File: src/rtl/serial_chunk_adder_pkg.sv
// Shared state encoding and sizing helpers for the serial chunk adder.
// Sizing helpers are constant functions so they can feed localparams.
package serial_chunk_adder_pkg;

    typedef enum logic [1:0] {
        ST_IDLE = 2'd0,
        ST_RUN  = 2'd1,
        ST_DONE = 2'd2
    } sca_state_t;

    function automatic int sca_n_chunks(input int width, input int chunk);
        return width / chunk;
    endfunction

    // Counter must stay at least one bit wide even when a single chunk covers the word.
    function automatic int sca_cnt_w(input int n);
        return (n > 1) ? $clog2(n) : 1;
    endfunction

endpackage

File: src/rtl/serial_chunk_adder_chunk.sv
// CHUNK-bit ripple chain of full adders; purely combinational.
// Also exposes the carry into the top bit so the caller can derive signed overflow.
module chunk_adder #(
    parameter int CHUNK = 4
) (
    input  logic [CHUNK-1:0] x,
    input  logic [CHUNK-1:0] y,
    input  logic             ci,
    output logic [CHUNK-1:0] s,
    output logic             co,
    output logic             c_msb_in
);

    always_comb begin
        logic w_c;
        w_c      = ci;
        s        = '0;
        c_msb_in = 1'b0;
        for (int i = 0; i < CHUNK; i++) begin
            if (i == CHUNK - 1) c_msb_in = w_c;
            s[i] = x[i] ^ y[i] ^ w_c;
            w_c  = (x[i] & y[i]) | (w_c & (x[i] ^ y[i]));
        end
        co = w_c;
    end

endmodule

File: src/rtl/serial_chunk_adder.sv
// Serial add/subtract of WIDTH-bit operands, CHUNK bits per clock; done N+1 edges after accept.
// No backpressure: start is only taken while ready, results hold until the next done.
module serial_chunk_adder
    import serial_chunk_adder_pkg::*;
#(
    parameter int WIDTH = 32,
    parameter int CHUNK = 4
) (
    input  logic             clk,
    input  logic             rst,
    input  logic             start,
    input  logic             sub,
    input  logic [WIDTH-1:0] a,
    input  logic [WIDTH-1:0] b,
    output logic             ready,
    output logic             done,
    output logic [WIDTH-1:0] sum,
    output logic             cout,
    output logic             overflow
);

    localparam int N  = sca_n_chunks(WIDTH, CHUNK);
    localparam int CW = sca_cnt_w(N);
    localparam logic [CW-1:0] LAST = CW'(N - 1);

    sca_state_t       r_state;
    logic [WIDTH-1:0] r_opa;
    logic [WIDTH-1:0] r_opb;
    logic [WIDTH-1:0] r_acc;
    logic [CW-1:0]    r_cnt;
    logic             r_carry;
    logic             r_ovf_acc;
    logic [WIDTH-1:0] r_sum;
    logic             r_cout;
    logic             r_ovf;
    logic             r_done;

    logic [CHUNK-1:0] w_s;
    logic             w_co;
    logic             w_cmsb;
    logic [WIDTH-1:0] w_acc_next;

    chunk_adder #(.CHUNK(CHUNK)) u_chunk_adder (
        .x        (r_opa[CHUNK-1:0]),
        .y        (r_opb[CHUNK-1:0]),
        .ci       (r_carry),
        .s        (w_s),
        .co       (w_co),
        .c_msb_in (w_cmsb)
    );

    // Chunk sums enter from the MSB side so after N steps the LSB chunk sits at bit 0.
    generate
        if (N == 1) begin : g_single
            assign w_acc_next = w_s;
        end else begin : g_multi
            assign w_acc_next = {w_s, r_acc[WIDTH-1:CHUNK]};
        end
    endgenerate

    always_ff @(posedge clk) begin
        if (rst) begin
            r_state   <= ST_IDLE;
            r_opa     <= '0;
            r_opb     <= '0;
            r_acc     <= '0;
            r_cnt     <= '0;
            r_carry   <= 1'b0;
            r_ovf_acc <= 1'b0;
            r_sum     <= '0;
            r_cout    <= 1'b0;
            r_ovf     <= 1'b0;
            r_done    <= 1'b0;
        end else begin
            r_done <= 1'b0;
            case (r_state)
                ST_IDLE: begin
                    if (start) begin
                        r_opa   <= a;
                        r_opb   <= b ^ {WIDTH{sub}};
                        r_carry <= sub;
                        r_cnt   <= '0;
                        r_state <= ST_RUN;
                    end
                end
                ST_RUN: begin
                    r_acc   <= w_acc_next;
                    r_opa   <= r_opa >> CHUNK;
                    r_opb   <= r_opb >> CHUNK;
                    r_carry <= w_co;
                    r_cnt   <= r_cnt + 1'b1;
                    if (r_cnt == LAST) begin
                        r_ovf_acc <= w_cmsb ^ w_co;
                        r_state   <= ST_DONE;
                    end
                end
                ST_DONE: begin
                    r_sum   <= r_acc;
                    r_cout  <= r_carry;
                    r_ovf   <= r_ovf_acc;
                    r_done  <= 1'b1;
                    r_state <= ST_IDLE;
                end
                default: r_state <= ST_IDLE;
            endcase
        end
    end

    assign ready    = (r_state == ST_IDLE);
    assign done     = r_done;
    assign sum      = r_sum;
    assign cout     = r_cout;
    assign overflow = r_ovf;

endmodule

File: config.mk
export PLATFORM = sky130hd
export DESIGN_NAME = serial_chunk_adder
export DESIGN_NICKNAME = d
export VERILOG_FILES = /design/src/rtl/serial_chunk_adder_pkg.sv /design/src/rtl/serial_chunk_adder_chunk.sv /design/src/rtl/serial_chunk_adder.sv
export SDC_FILE = /design/constraint.sdc
export NUM_CORES = 1
export LEC_CHECK = 0
export BUFFER_PORTS_ARGS = -buffer_cell sky130_fd_sc_hd__buf_2
export CAP_MARGIN = 20
export CORE_MARGIN = 2
export CORE_UTILIZATION = 40
export CTS_CLUSTER_DIAMETER = 80
export DETAILED_ROUTE_END_ITERATION = 16
export PLACE_DENSITY_LB_ADDON = 0.1
export SYNTH_ARGS = -nofsm -noshare
export SYNTH_HDL_FRONTEND = slang
export SYNTH_SLANG_ARGS = --single-unit
export TNS_END_PERCENT = 20
File: constraint.sdc
create_clock -name clk -period 2.4 [get_ports clk]
set_input_delay 0.12 -clock clk [delete_from_list [all_inputs] [get_ports clk]]
set_output_delay 0.12 -clock clk [all_outputs]
set_load 0.02 [all_outputs]
Yosys cells after proc, flatten, opt, wreduce, memory -nomap -nowiden:

Cells that the tools add are included.

* flip-flop bits (word level): 138
* bits of input ports: 68
* output and inout port bits: 36
* word-level logic and storage cells: 56

* add/sub/neg operators: 1
* equality and inequality tests: 5
* multiplexer cells: 12
* bitwise logic cells: 22
* reductions and logical operators: 5

Operators by type and width (count)
* case mux 32 bit (2 select lines): 2
* two-way mux 32 bit: 2
* XOR 32 bit: 1
* XOR 1 bit: 9
* bitwise AND 1 bit: 8
* case mux 3 bit (2 select lines): 1
* AND reduction 2 bit: 3
* two-way mux 2 bit: 2
* inequality test 2 bit (second input constant): 2
* OR 1 bit: 4
* case mux 2 bit (2 select lines): 1
* adder 3 x 1 -> 3 bit (second input constant): 1
* == test 3 bit (second input constant): 1
* two-way mux 3 bit: 1
* == test 2 x 1 -> 1 bit (second input constant): 1
* == test 2 bit (second input constant): 1
* zero test 2 bit: 1
* two-way mux 1 bit: 2
* case mux 1 bit (2 select lines): 1
* nonzero test 2 bit: 1

Depth between registers and ports, before layout:

Gate-level depths: netlist of run 1.

* depth in word-level cells: 10
* gate-level depth with buffers: 10
* gate-level depth less buffers: 10

Modules after synthesis:

A second synthesis of run 1 with hierarchy kept.

* cells, all modules: 653
* area, all modules: 5774.3 µm²

By module, submodules not included
* serial_chunk_adder: instances 1, cells an instance 641, area each 5664.2 µm², sequential area each 2762.6 µm²
* chunk_adder: instances 1, cells an instance 12, area each 110.1 µm², sequential area each 0.0 µm²

Worst setup path before layout of run 1:

OpenSTA, ideal clock, no wires.

* path kind: reg-to-reg
* start: reg r_opa[0]
* end: reg r_carry
* library setup time: 0.086 ns
* arrival: 2.005 ns
* required time: 2.314 ns
* path slack: 0.309 ns
* stages on the path, launching flop included: 10
* path buffers: 0
* period minus slack after synthesis: 2.091 ns
* cells stage by stage: dfxtp_1 > fa_1 > inv_1 > fa_1 > inv_1 > fa_1 > inv_1 > fa_1 > a22o_1 > a211oi_1

* cells in the longest elaborated chain, start to end: 10
* elaborated cells on any way between the ends: 11
* those cells by class: mux: 1; bitwise: 10

RTL lines
* start: declaration: line serial_chunk_adder.sv:27 `logic [WIDTH-1:0] r_opa;`
* start signal: assignment: line serial_chunk_adder.sv:88 `r_opa <= r_opa >> CHUNK;`
* XOR 1 bit: line serial_chunk_adder_chunk.sv:22 `w_c = (x[i] & y[i]) | (w_c & (x[i] ^ y[i]));`
* bitwise AND 1 bit: line serial_chunk_adder_chunk.sv:22
* OR 1 bit *: line serial_chunk_adder_chunk.sv:22
* bitwise AND 1 bit *: line serial_chunk_adder_chunk.sv:22
* OR 1 bit *: line serial_chunk_adder_chunk.sv:22
* bitwise AND 1 bit *: line serial_chunk_adder_chunk.sv:22
* OR 1 bit *: line serial_chunk_adder_chunk.sv:22
* bitwise AND 1 bit *: line serial_chunk_adder_chunk.sv:22
* OR 1 bit *: line serial_chunk_adder_chunk.sv:22
* case mux 1 bit (2 select lines) *: line serial_chunk_adder.sv:76 `case (r_state)`
* end signal: assignment: line serial_chunk_adder.sv:81 `r_carry <= sub;`
* end signal: assignment: line serial_chunk_adder.sv:90 `r_carry <= w_co;`
* end: declaration: line serial_chunk_adder.sv:31 `logic r_carry;`

Every way passes the cells marked *; elsewhere a longest branch is shown, timed or not.
A chain may end at the register's enable or synchronous reset.

Final worst setup path of run 1:

* start: reg r_carry
* end: reg r_carry

* cells in the longest elaborated chain, start to end: 9

RTL lines (line)
* bitwise AND 1 bit: serial_chunk_adder_chunk.sv:22
* OR 1 bit: serial_chunk_adder_chunk.sv:22
* bitwise AND 1 bit: serial_chunk_adder_chunk.sv:22
* OR 1 bit: serial_chunk_adder_chunk.sv:22
* bitwise AND 1 bit: serial_chunk_adder_chunk.sv:22
* OR 1 bit: serial_chunk_adder_chunk.sv:22
* bitwise AND 1 bit: serial_chunk_adder_chunk.sv:22
* OR 1 bit: serial_chunk_adder_chunk.sv:22
* case mux 1 bit (2 select lines): serial_chunk_adder.sv:76

No other way between the ends.

==> flow_summary.json, run 1 <==
{
  "gp_congestion": 0.7647,
  "syn_nets": 718,
  "hold_violations": 0,
  "maxSlewViolCount": 0,
  "outcome": "completed",
  "yosys.area.top_type_share": 0.4814,
  "cp.arrival_ps": 2590,
  "fmax_ghz": 0.4443,
  "ys_ff_latch": 138,
  "grt_pass1_vias": 4452,
  "die_y_um": 123.8,
  "grt_overflow": 0,
  "max-vdd-ir-drop_uv": 476.8,
  "die-area_mm2": 0.01532,
  "core_area_mm2": 0.01393,
  "hp-class": "in -> reg",
  "setup_viol": 0,
  "slew_headroom": 0.3624,
  "nets": 819,
  "ioPinCount": 104,
  "layout_commonest_cell": "dfxtp_1",
  "crit_type": "reg -> reg",
  "grt_antenna_before_repair": 0,
  "vias": 4750,
  "synth_flop_cell": "dfxtp_1",
  "avgSynthCellArea_um2": 8.912,
  "drive_gt1_frac": 0.2256,
  "ys_async_sr_fraction": 0,
  "cts_root_buf": "clkbuf_16",
  "wl_per_cell_um": 14.15,
  "max_cap_viol_count": 0,
  "fin_worst_skew_ps": 10.10,
  "setup_tns_ps": 0,
  "netlist.top_cell.by_area": "dfxtp_1",
  "synthCells": 644,
  "ant_nets": 0,
  "cts_max_level": 4,
  "drt_iter0_markers": 344,
  "grt_max_degree": 139,
  "cts_tree": "yes",
  "synth_fa_ha_area_frac": 0.01831,
  "initial_utilization": 0.4119,
  "p_per_area_mw_per_mm2": 793.3,
  "areaGrowthSynthToFinish_pct": 24.50,
  "viasPerCell": 5.064,
  "antenna-diode-count": 0,
  "cts_made_buffers": 17,
  "synth_simple_gate_area_frac": 0.1395,
  "power_leakage_nw": 2.723,
  "drc": 0,
  "fin_util": 0.5128,
  "cts_buffer_depth": 2,
  "synth-seq-area-share": 0.4814,
  "synth_top_family_by_area": "compound AO/OA/AOI/OAI gates",
  "required_ps": 2730,
  "io_buffer_count": 103,
  "rows": 43,
  "period_needed_ps": 2251,
  "most-common-layout-cells": "dfxtp_1, nand2_1, buf_2, nor2_1, a21oi_1",
  "crit_fanout": 3,
  "post-route-period-util": 0.9379,
  "synth_area_leaders": "dfxtp_1, nand2_1, a21oi_1, a22oi_1, xnor2_1",
  "grt_pass1_wl_um": 21180,
  "synth_edf_count": 0,
  "tightest_slew_ps": 955.3,
  "drt_first_pass_iters": 4,
  "die_w_um": 123.8,
  "cts_setup_buffers": 0,
  "synth_compound_gate_area_share": 0.2459,
  "dp_hpwl_um": 8355,
  "synth_xor_area_frac": 0.05036,
  "clkTransAtPathRegs_ps": 60,
  "clk_latency_ps": 420,
  "yosys_warnings": 0,
  "muxShareOfSynthArea": 0.001744,
  "startpoint_type": "flip-flop",
  "grtUsageTotal": 0.1779,
  "finalWirelength_um": 13270,
  "clock-sinks": 138,
  "netlist_area_mm2": 0.005739,
  "cp-end-kind": "flip-flop",
  "synth_cell_types": 32,
  "rsz0062_at_grt": "false"
}
## layer usage
| layer | GRT usage | share of wire | vias up |
|---|---|---|---|
| li1 | - | - | 2423 |
| met4 | 0.08594 | 0.022 | 0 |
| met3 | 0.03846 | 0.037 | 21 |
| met2 | 0.2871 | 0.47 | 94 |
| met5 | 0 | 0 | - |
| met1 | 0.2260 | 0.47 | 2212 |
## synth_stat cells (3+ instances only)
master,number
a211oi_1,30
a21oi_1,65
a22oi_1,38
buf_2,27
buf_4,8
buf_6,5
clkbuf_1,19
dfxtp_1,138
fa_1,4
inv_1,8
nand2_1,129
nand2b_1,3
nor2_1,65
o22ai_1,15
o22ai_2,20
o2bb2ai_1,21
xnor2_1,29
xor2_1,4
## timing repair
action                                 4_1_cts  5_1_grt
hold buffers                                27        0
setup endpoints to repair                    0        1
resized for setup                            0        1
endpoints found under the hold margin       27        0
## sequential cells by signal, summed over array words and instances (netlist names)
register   cells
cout           1
done           1
overflow       1
r_acc         32
r_carry        1
r_cnt          3
r_opa         32
r_opb         32
r_ovf_acc      1
r_state        2
sum           32
## area by class of cell
class                   count  area, µm²
fillers                  1360       6789
clock buffers              25      495.5
clock inverters             7      112.6
multi-input cells         437       2625
flip-flops and latches    138       2763
inverters                   9      33.78
well taps                 180      225.2
repair buffers            142      890.9
## worst max-delay path: stages, from the launching register on
cell and delay (ps):
dfxtp_1 370, fa_1 180, inv_1 50, fa_1 360, inv_1 70, fa_1 200, inv_1 60, fa_1 400
a22o_1 260, a211oi_2 210
## power breakdown
group / total (mW) / switching (mW) / internal, mW / leakage, nW
combinational: 0.539 / 0.295 / 0.244 / 1.30
sequential: 2.45 / 0.0588 / 2.39 / 1.13
clock: 2.68 / 0.937 / 1.74 / 0.297
## metrics by stage
stage               hold WS (ps)  instances  setup slack [ps]  cell area, µm²  power (mW)
floorplan                  268.3        644             309.4            5739       2.867
global placement           356.3        879             227.7            6262       2.996
detailed placement         371.1        879             152.8            6262       3.009
CTS                        1.807        938             127.1            7141       5.723
global route               4.894        938             19.08            7146       5.883
finish                     8.070        938             149.0            7146       5.668
## logic make-up (layout without fill, tap and decap cells)
| kind of cell | Yosys count | in the layout |
|---|---|---|
| AOI/OAI and AO/OA | 194 | 194 |
| xor gates and xnor gates | 33 | 33 |
| adders and majority gates | 6 | 6 |
| buffers and inverters | 69 | 183 |
| DFF | 138 | 138 |
| muxes | 1 | 1 |
| and+or+nand+nor | 203 | 203 |
## worst paths after layout
check                  startpoint                     end  slack (ps)  depth (start not counted)
max          r_carry$_SDFFE_PP0P_    r_carry$_SDFFE_PP0P_         150                          9
min                         b[20]  r_opb[20]$_SDFFE_PP0P_           8                          3
max reg2reg  r_carry$_SDFFE_PP0P_    r_carry$_SDFFE_PP0P_         150                          9
min reg2reg   sum[4]$_SDFFE_PP0P_     sum[4]$_SDFFE_PP0P_         450                          2
Power figures use the tool's default switching activity.
==> run 2, diff against run 1 <==
--- a/config.mk
+++ b/config.mk
@@ -11,7 +11,9 @@
 export CORE_UTILIZATION = 40
 export CTS_CLUSTER_DIAMETER = 80
 export DETAILED_ROUTE_END_ITERATION = 16
+export MAX_ROUTING_LAYER = met4
 export PLACE_DENSITY_LB_ADDON = 0.1
+export SETUP_SLACK_MARGIN = 0.2
 export SYNTH_ARGS = -nofsm -noshare
 export SYNTH_HDL_FRONTEND = slang
 export SYNTH_SLANG_ARGS = --single-unit
==> run 2 against run 1 <==
Worst hold slack better by 5.0 ps. Largest power group unchanged. Global-route usage grew 0.52 points. Cell count grew 0.11%. Combinational power grew 2%. Worst setup slack improved by 120 ps. Total power increased by 0.13%. Sequential share of layout area fell by 0.089 points. Critical endpoint is now r_acc[31]$_SDFFE_PP0P_. Sequential power about the same. Flip-flop and latch count is the same. Critical path depth down 1. First-iteration DRC count down 14%.
==> flow_summary.json, run 2 (synthesis gave the netlist of run 1 again) <==
{
  "cts_root_buf": "clkbuf_16",
  "maxSlewViolCount": 0,
  "most-common-layout-cells": "dfxtp_1, nand2_1, buf_2, nor2_1, a21oi_1",
  "clk_latency_ps": 420,
  "io_buffer_count": 103,
  "outcome": "completed",
  "drt_iter0_markers": 297,
  "viasPerCell": 5.045,
  "fin_util": 0.5147,
  "grt_max_degree": 139,
  "cts_tree": "yes",
  "initial_utilization": 0.4119,
  "clock-sinks": 138,
  "startpoint_type": "flip-flop",
  "holdPathEnd": "r_opb[20]$_SDFFE_PP0P_",
  "ioPinCount": 104,
  "setup_tns_ps": 0,
  "wl_per_cell_um": 14.15,
  "pwr-share-clk": 0.471,
  "rr_endpoint": "r_acc[31]$_SDFFE_PP0P_",
  "finalWirelength_um": 13290,
  "cts_max_level": 4,
  "clkTransAtPathRegs_ps": 60,
  "ant_nets": 0,
  "holdWs_ps": 13.07,
  "slew_headroom": 0.3660,
  "crit_type": "reg -> reg",
  "share_seq_of_total_power": 0.432,
  "max_stage_delay_ps": 430,
  "grt_pass1_vias": 4447,
  "power.internal_mw": 4.383,
  "power_leakage_nw": 2.725,
  "areaGrowthSynthToFinish_pct": 24.96,
  "drive_gt1_frac": 0.2411,
  "p_switching_mw": 1.292,
  "grtUsageTotal": 0.1831,
  "required_ps": 2740,
  "dp_hpwl_um": 8355,
  "pwr-share-comb": 0.097,
  "grt_antenna_before_repair": 0,
  "crit_buf_inv": 3,
  "grt_overflow": 0,
  "rows": 43,
  "max-vdd-ir-drop_uv": 458.3,
  "hold_violations": 0,
  "whs_path_depth": 3,
  "path_common_cell": "fa_2",
  "slowest_stage": "fa_2",
  "hp-class": "in -> reg",
  "rsz0062_at_grt": "true",
  "r2r_start": "r_opa[0]$_SDFFE_PP0P_",
  "crit_fanout": 2,
  "die_y_um": 123.8,
  "post-route-period-util": 0.8891,
  "drt_first_pass_iters": 4,
  "die_w_um": 123.8,
  "setup_viol": 0,
  "cts_made_buffers": 17,
  "ff2ff_path_depth": 8,
  "rrSetupSlack_ps": 270,
  "period_needed_ps": 2134,
  "p_sw_frac": 0.2277,
  "cp-end-kind": "flip-flop",
  "core_area_mm2": 0.01393,
  "tightest_slew_ps": 950.0,
  "worstPathCellList": "fa_2 -> inv_2 -> fa_2 -> inv_2 -> fa_2 -> inv_2 -> fa_2 -> a211oi_2",
  "fin_worst_skew_ps": 5.555,
  "antenna-diode-count": 0,
  "max_cap_viol_count": 0,
  "drc": 0,
  "gp_congestion": 0.7749,
  "vias": 4737,
  "place_inst": 879,
  "final_cells": 939,
  "grt_pass1_wl_um": 21200,
  "fmax_ghz": 0.4687,
  "nets": 820,
  "layout_commonest_cell": "dfxtp_1",
  "die-area_mm2": 0.01532,
  "p_per_area_mw_per_mm2": 791.4,
  "cp_top_family": "adder cells",
  "hp-start": "b[20]",
  "cts_buffer_depth": 2,
  "cp.arrival_ps": 2470
}
## run 2: cell types whose count changed in the layout (fill, tap and decap cells not counted), sizes merged
cell  previous run  this run
buf            115       116
## run 2: layout make-up
| class | count | area [µm²] |
|---|---|---|
| Timing Repair Buffer | 143 | 898.4 |
| Multi-Input combinational cell | 437 | 2640 |
| Inverter | 9 | 33.78 |
| Sequential cell | 138 | 2766 |
| Clock buffer | 25 | 495.5 |
| Clock inverter | 7 | 112.6 |
| Tap cell | 180 | 225.2 |
| Fill cell | 1361 | 6763 |
## run 2: per-stage QoR
step	total power, mW	setup slack, ps	cell area (µm²)
4_1_cts	5.725	231.1	7149
6_report	5.676	266.3	7172
3_5_place_dp	3.009	152.8	6262
3_3_place_gp	2.996	227.7	6262
2_1_floorplan	2.867	309.4	5739
5_1_grt	5.892	177.1	7172
## run 2: worst max path at each step
stage                     cells after the start  slack (ps)                endpoint             startpoint
final                                         8         270  r_acc[31]$_SDFFE_PP0P_  r_opa[0]$_SDFFE_PP0P_
after global placement                        9         230    r_carry$_SDFFE_PP0P_   r_carry$_SDFFE_PP0P_
after global routing                          8         180  r_acc[31]$_SDFFE_PP0P_  r_opa[0]$_SDFFE_PP0P_
after CTS                                     9         230    r_carry$_SDFFE_PP0P_   r_carry$_SDFFE_PP0P_
after floorplan                               9         310    r_carry$_SDFFE_PP0P_  r_opa[0]$_SDFFE_PP0P_
after detailed placement                      9         150    r_carry$_SDFFE_PP0P_   r_carry$_SDFFE_PP0P_
## run 2: timing repair
action | CTS | global route
setup buffers | 0 | 1
hold buffers | 27 | 0
cloned | 0 | 0
gates resized for setup | 5 | 7
setup endpoints to repair | 1 | 3
hold endpoints to repair | 27 | 0
pin swaps | 0 | 2
## run 2: power groups by stage
stage,Sequential (mW),Combinational (mW),Clock [mW]
after floorplan,2.48,0.385,0
after global placement,2.50,0.499,0
after detailed placement,2.50,0.510,0
after CTS,2.45,0.545,2.73
after global routing,2.46,0.605,2.82
final,2.45,0.549,2.67
## run 2: tightest hold or removal path: cells and delay by family
kind            cells  cell delay [ps]
compound gates      1              120
buf+inv             1               90
xor+xnor            1               50
## run 2: per-layer routing
layer / GRT usage / share of wire / wire, µm
met5: - / 0 / 0
met4: 0.08239 / 0.018 / 240
met3: 0.03755 / 0.033 / 437
met2: 0.2878 / 0.48 / 6342
met1: 0.2275 / 0.47 / 6270
==> run 3, diff against run 2 <==
--- a/config.mk
+++ b/config.mk
@@ -13,6 +13,7 @@
 export DETAILED_ROUTE_END_ITERATION = 16
 export MAX_ROUTING_LAYER = met4
 export PLACE_DENSITY_LB_ADDON = 0.1
+export RECOVER_POWER = 100
 export SETUP_SLACK_MARGIN = 0.2
 export SYNTH_ARGS = -nofsm -noshare
 export SYNTH_HDL_FRONTEND = slang
==> run 3 against run 2 <==
Clock power about the same. Sequential power about the same. Worst hold slack about the same. Largest cell class unchanged. Register-to-register slack got worse by 70 ps. Via count increased by 0.21%. Flip-flop and latch count unchanged.
==> flow_summary.json, run 3 (synthesis gave the netlist of run 1 again) <==
{
  "outcome": "completed",
  "die_w_um": 123.8,
  "vias": 4747,
  "wl_per_cell_um": 14.24,
  "cts_tree": "yes",
  "finalWorstSetupSlack_ps": 194.5,
  "cts_max_level": 4,
  "drive_gt1_frac": 0.1897,
  "grt_max_degree": 139,
  "clock-sinks": 138,
  "drt_iter0_markers": 302,
  "setup_viol": 0,
  "die_y_um": 123.8,
  "final_cells": 939,
  "crit_fanout": 2,
  "power_mw": 5.668,
  "power_leakage_nw": 2.563,
  "cp-end-kind": "flip-flop",
  "io_buffer_count": 103,
  "maxSlewViolCount": 0,
  "nets": 820,
  "cts_root_buf": "clkbuf_16",
  "crit_type": "reg -> reg",
  "fin_worst_skew_ps": 5.149,
  "rsz0062_at_grt": "true",
  "grtUsageTotal": 0.1831,
  "max_stage_delay_ps": 430,
  "period_needed_ps": 2205,
  "dp_hpwl_um": 8355,
  "tightest_slew_ps": 926.8,
  "drc": 0,
  "max-vdd-ir-drop_uv": 458.0,
  "multiInputGateArea_mm2": 0.002633,
  "max_cap_viol_count": 0,
  "cts_buffer_depth": 2,
  "p_per_area_mw_per_mm2": 797.5,
  "cp.arrival_ps": 2540,
  "startpoint_type": "flip-flop",
  "post-route-period-util": 0.9190,
  "grt_pass1_wl_um": 21200,
  "layout_commonest_cell": "dfxtp_1",
  "grt_pass1_vias": 4447,
  "hold_violations": 0,
  "cp_top_family": "adder cells",
  "place_inst": 879,
  "most-common-layout-cells": "dfxtp_1, nand2_1, buf_2, nor2_1, a21oi_1",
  "place_ws_ps": 152.8,
  "initial_utilization": 0.4119,
  "rows": 43,
  "holdWs_ps": 13.31,
  "fmax_ghz": 0.4534,
  "n_fill_cell": 1366,
  "hp-class": "in -> reg",
  "cts_made_buffers": 17,
  "slowest_stage": "fa_1",
  "die-area_mm2": 0.01532,
  "drt_first_pass_iters": 4,
  "antenna-diode-count": 0,
  "areaGrowthSynthToFinish_pct": 23.85,
  "grt_antenna_before_repair": 0,
  "gp_congestion": 0.7749,
  "ioPinCount": 104,
  "clk_latency_ps": 410,
  "viasPerCell": 5.055,
  "core_area_mm2": 0.01393,
  "grt_overflow": 0,
  "seqCellArea_mm2": 0.002766,
  "setup_tns_ps": 0,
  "ant_nets": 0,
  "clkTransAtPathRegs_ps": 60,
  "worstPathCellList": "fa_2 -> inv_2 -> fa_2 -> inv_2 -> fa_1 -> inv_2 -> fa_2 -> a211oi_2",
  "crit_buf_inv": 3,
  "slew_headroom": 0.3815,
  "finalWirelength_um": 13370,
  "required_ps": 2740
}
## run 3: cell count changes in the layout (fill, tap and decap cells not counted), sizes merged
cell | previous run | this run
clkbuf | 25 | 65
buf | 116 | 76
## run 3: what timing repair did
| action | 4_1_cts | 5_1_grt |
|---|---|---|
| hold buffers | 27 | 0 |
| gates resized for setup | 5 | 7 |
| setup buffers | 0 | 1 |
| pin swaps | 0 | 2 |
| endpoints found under the hold margin | 27 | 0 |
| endpoints found under the setup margin | 1 | 3 |
| gates cloned | 0 | 0 |
## run 3: worst paths after layout
| path | startpoint | cells past startpoint | slack [ps] | to |
|---|---|---|---|---|
| max | r_opa[0]$_SDFFE_PP0P_ | 8 | 190 | r_acc[31]$_SDFFE_PP0P_ |
| min | b[20] | 3 | 10 | r_opb[20]$_SDFFE_PP0P_ |
| max reg2reg | r_opa[0]$_SDFFE_PP0P_ | 8 | 190 | r_acc[31]$_SDFFE_PP0P_ |
| min reg2reg | sum[9]$_SDFFE_PP0P_ | 2 | 450 | sum[9]$_SDFFE_PP0P_ |
## run 3: cell type report
type | instances | area share
clock buffer | 25 | 0.06971
clock inverter | 7 | 0.01584
inverter | 9 | 0.004753
multi-input combinational | 437 | 0.3704
sequential | 138 | 0.3892
tap | 180 | 0.03168
timing repair buffer | 143 | 0.1185
## run 3: routing by layer
metal,up-vias,track usage,part of all wire
li1,2426,-,-
met1,2207,0.2275,0.47
met2,93,0.2878,0.48
met3,21,0.03755,0.035
met4,0,0.08239,0.021
met5,-,-,0
## run 3: power breakdown
part	leakage [nW]	switching, mW	internal [mW]
Clock	0.297	0.931	1.74
Sequential	1.13	0.0585	2.39
Combinational	1.14	0.299	0.246
## run 3: metrics by stage
step / cell area [µm²] / utilization
2_1_floorplan: 5739 / -
3_3_place_gp: 6262 / 0.4494
3_5_place_dp: 6262 / 0.4494
4_1_cts: 7149 / 0.5131
5_1_grt: 7108 / 0.5101
6_report: 7108 / 0.5101
## run 3: worst reg2reg max path, stage by stage (launching register included)
cell	delay [ps]
dfxtp_2	330
fa_2	370
inv_2	60
fa_2	180
inv_2	40
fa_1	430
inv_2	80
fa_2	430
a211oi_2	210
